`config.mk`:
```
export PLATFORM = sky130hd
export DESIGN_NAME = riscv_wb
export DESIGN_NICKNAME = d
export VERILOG_FILES = /design/src/rtl/riscv_pkg.sv /design/src/rtl/riscv_wb_fifo.sv /design/src/rtl/riscv_wb.sv
export SDC_FILE = /design/constraint.sdc
export NUM_CORES = 1
export LEC_CHECK = 0
export CAP_MARGIN = 20
export CORE_MARGIN = 8
export CORE_UTILIZATION = 49
export CTS_BUF_LIST = sky130_fd_sc_hd__clkbuf_16
export CTS_CLUSTER_DIAMETER = 60
export DETAILED_ROUTE_END_ITERATION = 8
export GPL_ROUTABILITY_DRIVEN = 1
export GPL_TIMING_DRIVEN = 1
export PLACE_DENSITY = 0.88
export SLEW_MARGIN = 20
export SYNTH_ARGS = -nofsm -noshare
export SYNTH_HDL_FRONTEND = slang
export SYNTH_SLANG_ARGS = --single-unit
export TNS_END_PERCENT = 30
```
`constraint.sdc`:
```
create_clock -name clk -period 6.8 [get_ports clk]
set_clock_uncertainty 0.05 [all_clocks]
set_input_delay 1.02 -clock clk [delete_from_list [all_inputs] [get_ports clk]]
set_output_delay 1.02 -clock clk [all_outputs]
set_load 0.05 [all_outputs]
```
`src/rtl/riscv_pkg.sv`:
```
// Shared RISC-V definitions: datapath width, register index width and the
// writeback entry carried from MEM/WB into the writeback buffer.
package riscv_pkg;

    localparam int XLEN  = 32;
    localparam int REG_W = 5;

    typedef struct packed {
        logic [XLEN-1:0]  data;
        logic [REG_W-1:0] rd;
        logic             wen;
    } wb_entry_t;

    // x0 is hardwired to zero, so a write to it is dropped like wen=0.
    function automatic logic needs_write(input wb_entry_t e);
        return e.wen && (e.rd != '0);
    endfunction

endpackage

```
`src/rtl/riscv_wb_fifo.sv`:
```
// Power-of-two FIFO with wrap-bit pointers; the owner only pushes when not
// full and only pops when not empty.
module riscv_wb_fifo #(
    parameter int DEPTH = 2,
    parameter int WIDTH = 38
) (
    input  logic             clk,
    input  logic             rst,
    input  logic             push,
    input  logic             pop,
    input  logic [WIDTH-1:0] wdata,
    output logic [WIDTH-1:0] rdata,
    output logic             full,
    output logic             empty
);

    localparam int AW = $clog2(DEPTH);
    localparam int PW = AW + 1;

    logic [PW-1:0]    wptr_q, wptr_d;
    logic [PW-1:0]    rptr_q, rptr_d;
    logic [WIDTH-1:0] mem_q [DEPTH];

    always_comb begin
        wptr_d = wptr_q + PW'(push);
        rptr_d = rptr_q + PW'(pop);
    end

    // The extra MSB distinguishes full from empty when the index bits match.
    assign full  = (wptr_q[AW] != rptr_q[AW]) && (wptr_q[AW-1:0] == rptr_q[AW-1:0]);
    assign empty = (wptr_q == rptr_q);
    assign rdata = mem_q[rptr_q[AW-1:0]];

    always_ff @(posedge clk) begin
        if (rst) begin
            wptr_q <= '0;
            rptr_q <= '0;
        end else begin
            wptr_q <= wptr_d;
            rptr_q <= rptr_d;
        end
    end

    always_ff @(posedge clk) begin
        if (push) begin
            mem_q[wptr_q[AW-1:0]] <= wdata;
        end
    end

endmodule

```
`src/rtl/riscv_wb.sv`:
```
// Writeback stage: buffers MEM/WB results, drains them into the register file
// and exposes the head entry for forwarding. XLEN must match riscv_pkg::XLEN.
module riscv_wb
    import riscv_pkg::*;
#(
    parameter int DEPTH = 2,
    parameter int XLEN  = riscv_pkg::XLEN
) (
    input  logic                 clk,
    input  logic                 rst,
    input  logic                 mem_wb_rdy,
    output logic                 mem_wb_ack,
    input  logic [XLEN-1:0]      mem_wb_data,
    input  logic [REG_W-1:0]     mem_wb_rd,
    input  logic                 mem_wb_wen,
    output logic                 wb_rf_we,
    output logic [REG_W-1:0]     wb_rf_waddr,
    output logic [XLEN-1:0]      wb_rf_wdata,
    input  logic                 wb_rf_rdy,
    output logic                 wb_fwd_vld,
    output logic [REG_W-1:0]     wb_fwd_rd,
    output logic [XLEN-1:0]      wb_fwd_data,
    output logic [31:0]          wb_retired,
    input  logic                 wb_retired_ld,
    input  logic [31:0]          wb_retired_ld_val
);

    wb_entry_t   in_entry;
    wb_entry_t   head;
    logic [$bits(wb_entry_t)-1:0] head_raw;
    logic        full, empty;
    logic        head_vld, head_wr;
    logic        push, pop;
    logic [31:0] retired_q, retired_d;

    assign in_entry.data = mem_wb_data;
    assign in_entry.rd   = mem_wb_rd;
    assign in_entry.wen  = mem_wb_wen;

    // Ack depends only on registered occupancy (and reset), never on rdy inputs.
    assign mem_wb_ack = !full || rst;
    assign push       = mem_wb_rdy && mem_wb_ack;

    riscv_wb_fifo #(
        .DEPTH (DEPTH),
        .WIDTH ($bits(wb_entry_t))
    ) u_fifo (
        .clk   (clk),
        .rst   (rst),
        .push  (push),
        .pop   (pop),
        .wdata (in_entry),
        .rdata (head_raw),
        .full  (full),
        .empty (empty)
    );

    assign head     = wb_entry_t'(head_raw);
    assign head_vld = !empty && !rst;
    assign head_wr  = head_vld && needs_write(head);
    assign pop      = head_vld && (!needs_write(head) || wb_rf_rdy);

    assign wb_rf_we    = head_wr;
    assign wb_rf_waddr = head_vld ? head.rd   : '0;
    assign wb_rf_wdata = head_vld ? head.data : '0;
    assign wb_fwd_vld  = wb_rf_we;
    assign wb_fwd_rd   = wb_rf_waddr;
    assign wb_fwd_data = wb_rf_wdata;
    assign wb_retired  = retired_q;

    // The preload hook lets the wrap of the retire counter be exercised quickly.
    always_comb begin
        retired_d = retired_q + 32'(pop);
        if (wb_retired_ld) begin
            retired_d = wb_retired_ld_val;
        end
    end

    always_ff @(posedge clk) begin
        if (rst) begin
            retired_q <= '0;
        end else begin
            retired_q <= retired_d;
        end
    end

endmodule

```
==> results.yml, run 1 <==
run_status:
  outcome: "finished clean"
logic_synthesis:
  yosysSeqAreaShare_pct: 57.1
  synth_ff_type: "edfxtp_1"
  synth_seq_cells: 112
  syn_nets: 538
  syn_inst: 458
  ys_warn_count: 0
  syn-cell-area_um2: 5260
  synth_edf_count: 76
  syn_avg_cell_area_um2: 11.5
  synth_async_sr_flop_share_pct: 0
  ys_types: 42
clock_tree:
  holdBufCountCts: 0
  postCtsResizedCells: 0
  cts_buffers: 9
  postCtsSetupBuffers: 0
  clock_sinks: 112
  cts-root-buf: "clkbuf_16"
  tritoncts: "done"
  clkTransAtPathRegs_ns: 0.07
  htreeDepth: 3
  clock_latency_ns: 0.34
  max-clock-path-buffers: 2
detailed_routing:
  drc_errors: 0
  vias_per_cell: 5.67
  finalWirelength_mm: 14.4
  vias: 4198
  dr.first_iter.drc_count: 283
  final_antenna_net_count: 0
  dr.pass1.iters: 4
  wl_per_cell_um: 19.4
floorplan:
  floorplan.die_area_um2: 14300
  core_area_um2: 10700
  start_util_pct: 49.4
  die_h_um: 120
  ioPinCount: 184
  die-width_um: 120
  std_cell_rows: 38
grt:
  globalRouteTotalUtil_pct: 19.5
  grt_max_degree: 52
  grt_pass1_vias: 4320
  grt_pass1_wl_mm: 22.5
  overflow: 0
  antenna_found_initial: 0
critical_path:
  cp_cell_sequence: "clkdlybuf4s50_1 -> buf_4 -> a21o_1 -> buf_4 -> nor2_1 -> clkdlybuf4s50_1"
  cp.required_ns: 5.73
  max_stage_delay_ns: 0.73
  r2r_slack_ns: 3.04
  rr_endpoint: "wb_retired[26]"
  end_kind: "output port"
  r2r_cells: 10
  critPathSlowestCell: "clkdlybuf4s50_1"
  cp-start-kind: "input pin"
  arrival_ns: 3.51
  worstReg2RegStart: "u_fifo.mem_q[1][2]"
  crit_type: "input pin to output port"
  cp_max_fo: 40
cells_and_area:
  area_delta_synth_final_pct: 37.4
  layout_common_cells: "183 x clkdlybuf4s50_1, 76 x edfxtp_1, 70 x nor2_1, 39 x mux2i_1, 35 x dfxtp_1"
  drive_gt1_share_pct: 5.16
  fin_cells: 741
  final_nets: 676
  antennaDiodeCount: 0
  final_common_cell: "clkdlybuf4s50_1"
  fin_util_pct: 67.9
placed_design:
  place_congestion: 0.887
  dp.final_hpwl_mm: 10.6
  place_inst: 725
  io_buffers: 183
power_and_ir_drop:
  power_leakage_uw: 0.00239
  fin_total_pwr_uw: 2070
  ir_worst_vdd_v: 0.000162
  powerDensity_nw_per_um2: 286
sta:
  max_freq_mhz: 218
  rsz0062_at_grt: "false"
  hold_viol: 0
  timing.final.crit_share_pct: 67.4
  period_minus_slack_ns: 4.58
  max_slew_margin_pct: 36.5
  setup_violations: 0
  slew_viol_final: 0
  tns_ns: 0
  tightest_slew_ns: 0.953
min_path:
  hold-path-endpoint: "wb_retired[20]"
  hold_path_class: "flip-flop to flip-flop"
  worstHoldStart: "wb_retired[20]"
  hold_depth: 2
flow_run:
  maxCapViolCount: 0
## cells by family (layout without fill, tap and decap cells)
| logic type | after synthesis | in the layout | share of synthesized area, % |
|---|---|---|---|
| and+or+nand+nor | 165 | 165 | 16.5 |
| DFF | 112 | 112 | 57.1 |
| adders and majority gates | 5 | 5 | 1.19 |
| xor gates and xnor gates | 17 | 17 | 2.83 |
| muxes | 39 | 39 | 7.42 |
| buffers and inverters | 68 | 211 | 7.61 |
| AOI/OAI and AO/OA | 52 | 52 | 7.42 |
## metal layers
layer | track usage (%) | up-vias | share of wire [%]
met1 | 23.0 | 2016 | 41
met2 | 32.7 | 205 | 48
li1 | - | 1955 | -
met3 | 6.39 | 22 | 9.0
met5 | 0 | - | 0
met4 | 7.03 | 0 | 1.6
## how the worst max path moves through the flow
stage,start,to,cells past startpoint
3_5_place_dp,rst,wb_fwd_data[24],6
3_3_place_gp,rst,wb_rf_wdata[29],6
5_1_grt,rst,wb_fwd_data[29],6
2_1_floorplan,rst,wb_rf_wdata[21],5
4_1_cts,rst,wb_fwd_data[24],6
6_report,rst,wb_fwd_data[24],6
## sequential cells by signal, summed over array words and instances (netlist names)
name,cells
u_fifo.rptr_q,2
u_fifo.mem_q,76
u_fifo.wptr_q,2
wb_retired,32
## power breakdown
group	switching [µW]	internal (µW)	leakage [µW]
registers	36.5	788	0.00101
logic	478	244	0.00123
clock network	233	287	0.000149
## per-stage QoR
stage                     hold WS [ns]  cell area, µm²  worst slack, ns
after CTS                        0.498            7230             2.22
after global placement           0.470            6930             2.27
final                            0.500            7230             2.22
after floorplan                  0.453            5260             3.10
after global routing             0.528            7230             2.09
after detailed placement         0.482            6930             2.22
## critical path: cells and delay by family
family                 cells  cell delay [ns]
AOI/OAI and AO/OA          1             0.35
and+or+nand+nor            1             0.14
buffers and inverters      4             1.98
## layout make-up
cell class / count / area (µm²)
Clock buffer: 9 / 225
Clock inverter: 7 / 71.3
Fill cell: 778 / 3420
Inverter: 8 / 30.0
Multi-Input combinational cell: 278 / 1860
Sequential cell: 112 / 3000
Tap cell: 140 / 175
Timing Repair Buffer: 187 / 1860
## synth_stat cells, types with 2 or more instances
| cell | count | area share [%] |
|---|---|---|
| and2_1 | 4 | 0.48 |
| xnor2_1 | 8 | 1.3 |
| clkbuf_1 | 16 | 1.1 |
| and3_1 | 6 | 0.71 |
| nand3_1 | 11 | 1.0 |
| nand4_1 | 16 | 1.9 |
| o31ai_1 | 10 | 1.4 |
| a2111oi_0 | 3 | 0.50 |
| buf_1 | 4 | 0.29 |
| nor3b_1 | 2 | 0.29 |
| xor2_1 | 9 | 1.5 |
| a21oi_1 | 2 | 0.19 |
| or3_1 | 3 | 0.36 |
| nor2_1 | 70 | 5.0 |
| edfxtp_1 | 76 | 43 |
| nor3_1 | 3 | 0.29 |
| buf_4 | 38 | 5.4 |
| or4_1 | 8 | 1.1 |
| or4_2 | 3 | 0.50 |
| inv_1 | 8 | 0.57 |
| ha_1 | 5 | 1.2 |
| o21ai_0 | 6 | 0.57 |
| a211oi_1 | 14 | 2.0 |
| buf_2 | 2 | 0.19 |
| nand2_1 | 16 | 1.1 |
| and4_1 | 6 | 1.0 |
| mux2i_1 | 39 | 7.4 |
| dfxtp_1 | 36 | 14 |
| nor2b_1 | 3 | 0.36 |
| a311oi_1 | 13 | 2.2 |
| nor4_1 | 7 | 0.83 |
Power figures use the tool's default switching activity.
==> run 2: changes to the inputs <==
--- a/config.mk
+++ b/config.mk
@@ -7,13 +7,13 @@
 export LEC_CHECK = 0
 export CAP_MARGIN = 20
 export CORE_MARGIN = 8
-export CORE_UTILIZATION = 49
+export CORE_UTILIZATION = 46
 export CTS_BUF_LIST = sky130_fd_sc_hd__clkbuf_16
 export CTS_CLUSTER_DIAMETER = 60
 export DETAILED_ROUTE_END_ITERATION = 8
 export GPL_ROUTABILITY_DRIVEN = 1
 export GPL_TIMING_DRIVEN = 1
-export PLACE_DENSITY = 0.88
+export PLACE_DENSITY = 0.83
 export SLEW_MARGIN = 20
 export SYNTH_ARGS = -nofsm -noshare
 export SYNTH_HDL_FRONTEND = slang
==> constraint.sdc (replaced) <==
create_clock -name clk -period 4.6 [get_ports clk]
set_clock_uncertainty 0.05 [all_clocks]
set_input_delay 0.69 -clock clk [delete_from_list [all_inputs] [get_ports clk]]
set_output_delay 0.69 -clock clk [all_outputs]
set_load 0.05 [all_outputs]
==> results.yml, run 2 (synthesis results as in run 1) <==
placed_design:
  dp.final_hpwl_mm: 10.5
  place_congestion: 0.861
  io_buffers: 183
critical_path:
  max_stage_delay_ns: 0.56
  cp.required_ns: 4.79
  crit_cells: 10
  r2r_cells: 10
  cp_max_fo: 8
  arrival_ns: 3.81
  path_delay_family: "simple AND/OR/NAND/NOR gates"
  cp-start-kind: "flip-flop"
  critPathSlowestCell: "or4_1"
  end_kind: "flip-flop"
  cp_num_buf_inv: 0
  cp_cell_sequence: "or4_1 -> o211ai_1 -> o21ai_0 -> a21oi_1 -> ha_1 -> ha_1 -> and4_1 -> nand4_1 -> or4_1 -> a311oi_1"
  r2r_slack_ns: 0.98
  crit_type: "flip-flop to flip-flop"
sta:
  timing.hold.ws_ns: 0.499
  max_slew_margin_pct: 36.2
  tns_ns: 0
  slew_viol_final: 0
  max_freq_mhz: 276
  period_minus_slack_ns: 3.62
  timing.final.crit_share_pct: 78.6
  rsz0062_at_grt: "false"
  tightest_slew_ns: 0.957
  hold_viol: 0
  setup_violations: 0
min_path:
  hold_path_class: "flip-flop to flip-flop"
  hold_depth: 2
grt:
  antenna_found_initial: 0
  grt_pass1_vias: 4238
  grt_max_degree: 40
  globalRouteTotalUtil_pct: 18.5
  overflow: 0
  grt_pass1_wl_mm: 21.9
run_status:
  outcome: "finished clean"
clock_tree:
  postCtsResizedCells: 0
  cts_buffers: 9
  clock_sinks: 112
  cts-root-buf: "clkbuf_16"
  max-clock-path-buffers: 2
  clkTransAtPathRegs_ns: 0.07
  clock_latency_ns: 0.34
  tritoncts: "done"
  postCtsSetupBuffers: 0
  htreeDepth: 3
  holdBufCountCts: 0
cells_and_area:
  area_delta_synth_final_pct: 33.7
  layout_common_cells: "107 x clkdlybuf4s50_1, 81 x buf_4, 76 x edfxtp_1, 70 x nor2_1, 39 x mux2i_1"
  fillCellCount: 873
  final_common_cell: "clkdlybuf4s50_1"
  multi_input_area_um2: 1860
  final_nets: 677
  largest_reg_flops: 76
  drive_gt1_share_pct: 17.9
  seq_area_um2: 3000
  antennaDiodeCount: 0
floorplan:
  std_cell_rows: 39
  core_area_um2: 11300
  floorplan.die_area_um2: 15100
  start_util_pct: 46.7
  ioPinCount: 184
  die_h_um: 123
  die-width_um: 123
detailed_routing:
  finalWirelength_mm: 14.1
  vias: 4162
  dr.first_iter.drc_count: 286
  dr.pass1.iters: 5
  vias_per_cell: 5.59
  wl_per_cell_um: 19.0
  final_antenna_net_count: 0
  drc_errors: 0
flow_run:
  maxCapViolCount: 0
power_and_ir_drop:
  powerDensity_nw_per_um2: 423
  power_leakage_uw: 0.00253
  ir_worst_vdd_v: 0.000264
==> run 2: metrics by stage <==
stage	setup slack, ns	instances	util (%)	total power, µW	area [µm²]
finish	0.982	745	62.4	2980	7040
global route	0.727	745	62.4	3090	7040
CTS	0.998	745	62.4	3000	7040
detailed placement	0.978	729	59.9	2270	6760
global placement	1.11	729	59.9	2260	6760
floorplan	1.33	458	-	1990	5260
==> run 2: path summary, 6_finish.rpt <==
kind | start | to
max | u_fifo.mem_q[1][1] | wb_retired[26]
min | u_fifo.rptr_q[1] | u_fifo.rptr_q[1]
max reg2reg | u_fifo.mem_q[1][1] | wb_retired[26]
min reg2reg | u_fifo.rptr_q[1] | u_fifo.rptr_q[1]
==> run 2: report_power, final <==
| group | total [µW] | switching (µW) | leakage [µW] | internal, µW |
|---|---|---|---|---|
| clock network | 735 | 361 | 0.000141 | 374 |
| registers | 1230 | 61.9 | 0.00101 | 1160 |
| logic | 1020 | 693 | 0.00137 | 323 |
==> run 2: area by class of cell <==
cell class	instances	share of cell area, %
clock buffers	9	3.20
clock inverters	7	0.800
inverters	8	0.427
multi-input cells	278	26.5
flip-flops and latches	112	42.7
well taps	143	2.54
repair buffers	188	23.9
==> run 2: worst min-delay path, stage by stage, from the launching register on <==
cell and delay, ns:
dfxtp_1 0.36, xnor2_1 0.08, nor2_1 0.07
==> run 2: routing by layer <==
metal / global-route usage [%] / wire [µm] / up-vias
met5: 0 / 0 / -
met4: 5.94 / 134 / 0
met3: 4.79 / 1590 / 16
met2: 32.4 / 7000 / 212
met1: 21.6 / 5410 / 1979
li1: - / - / 1955
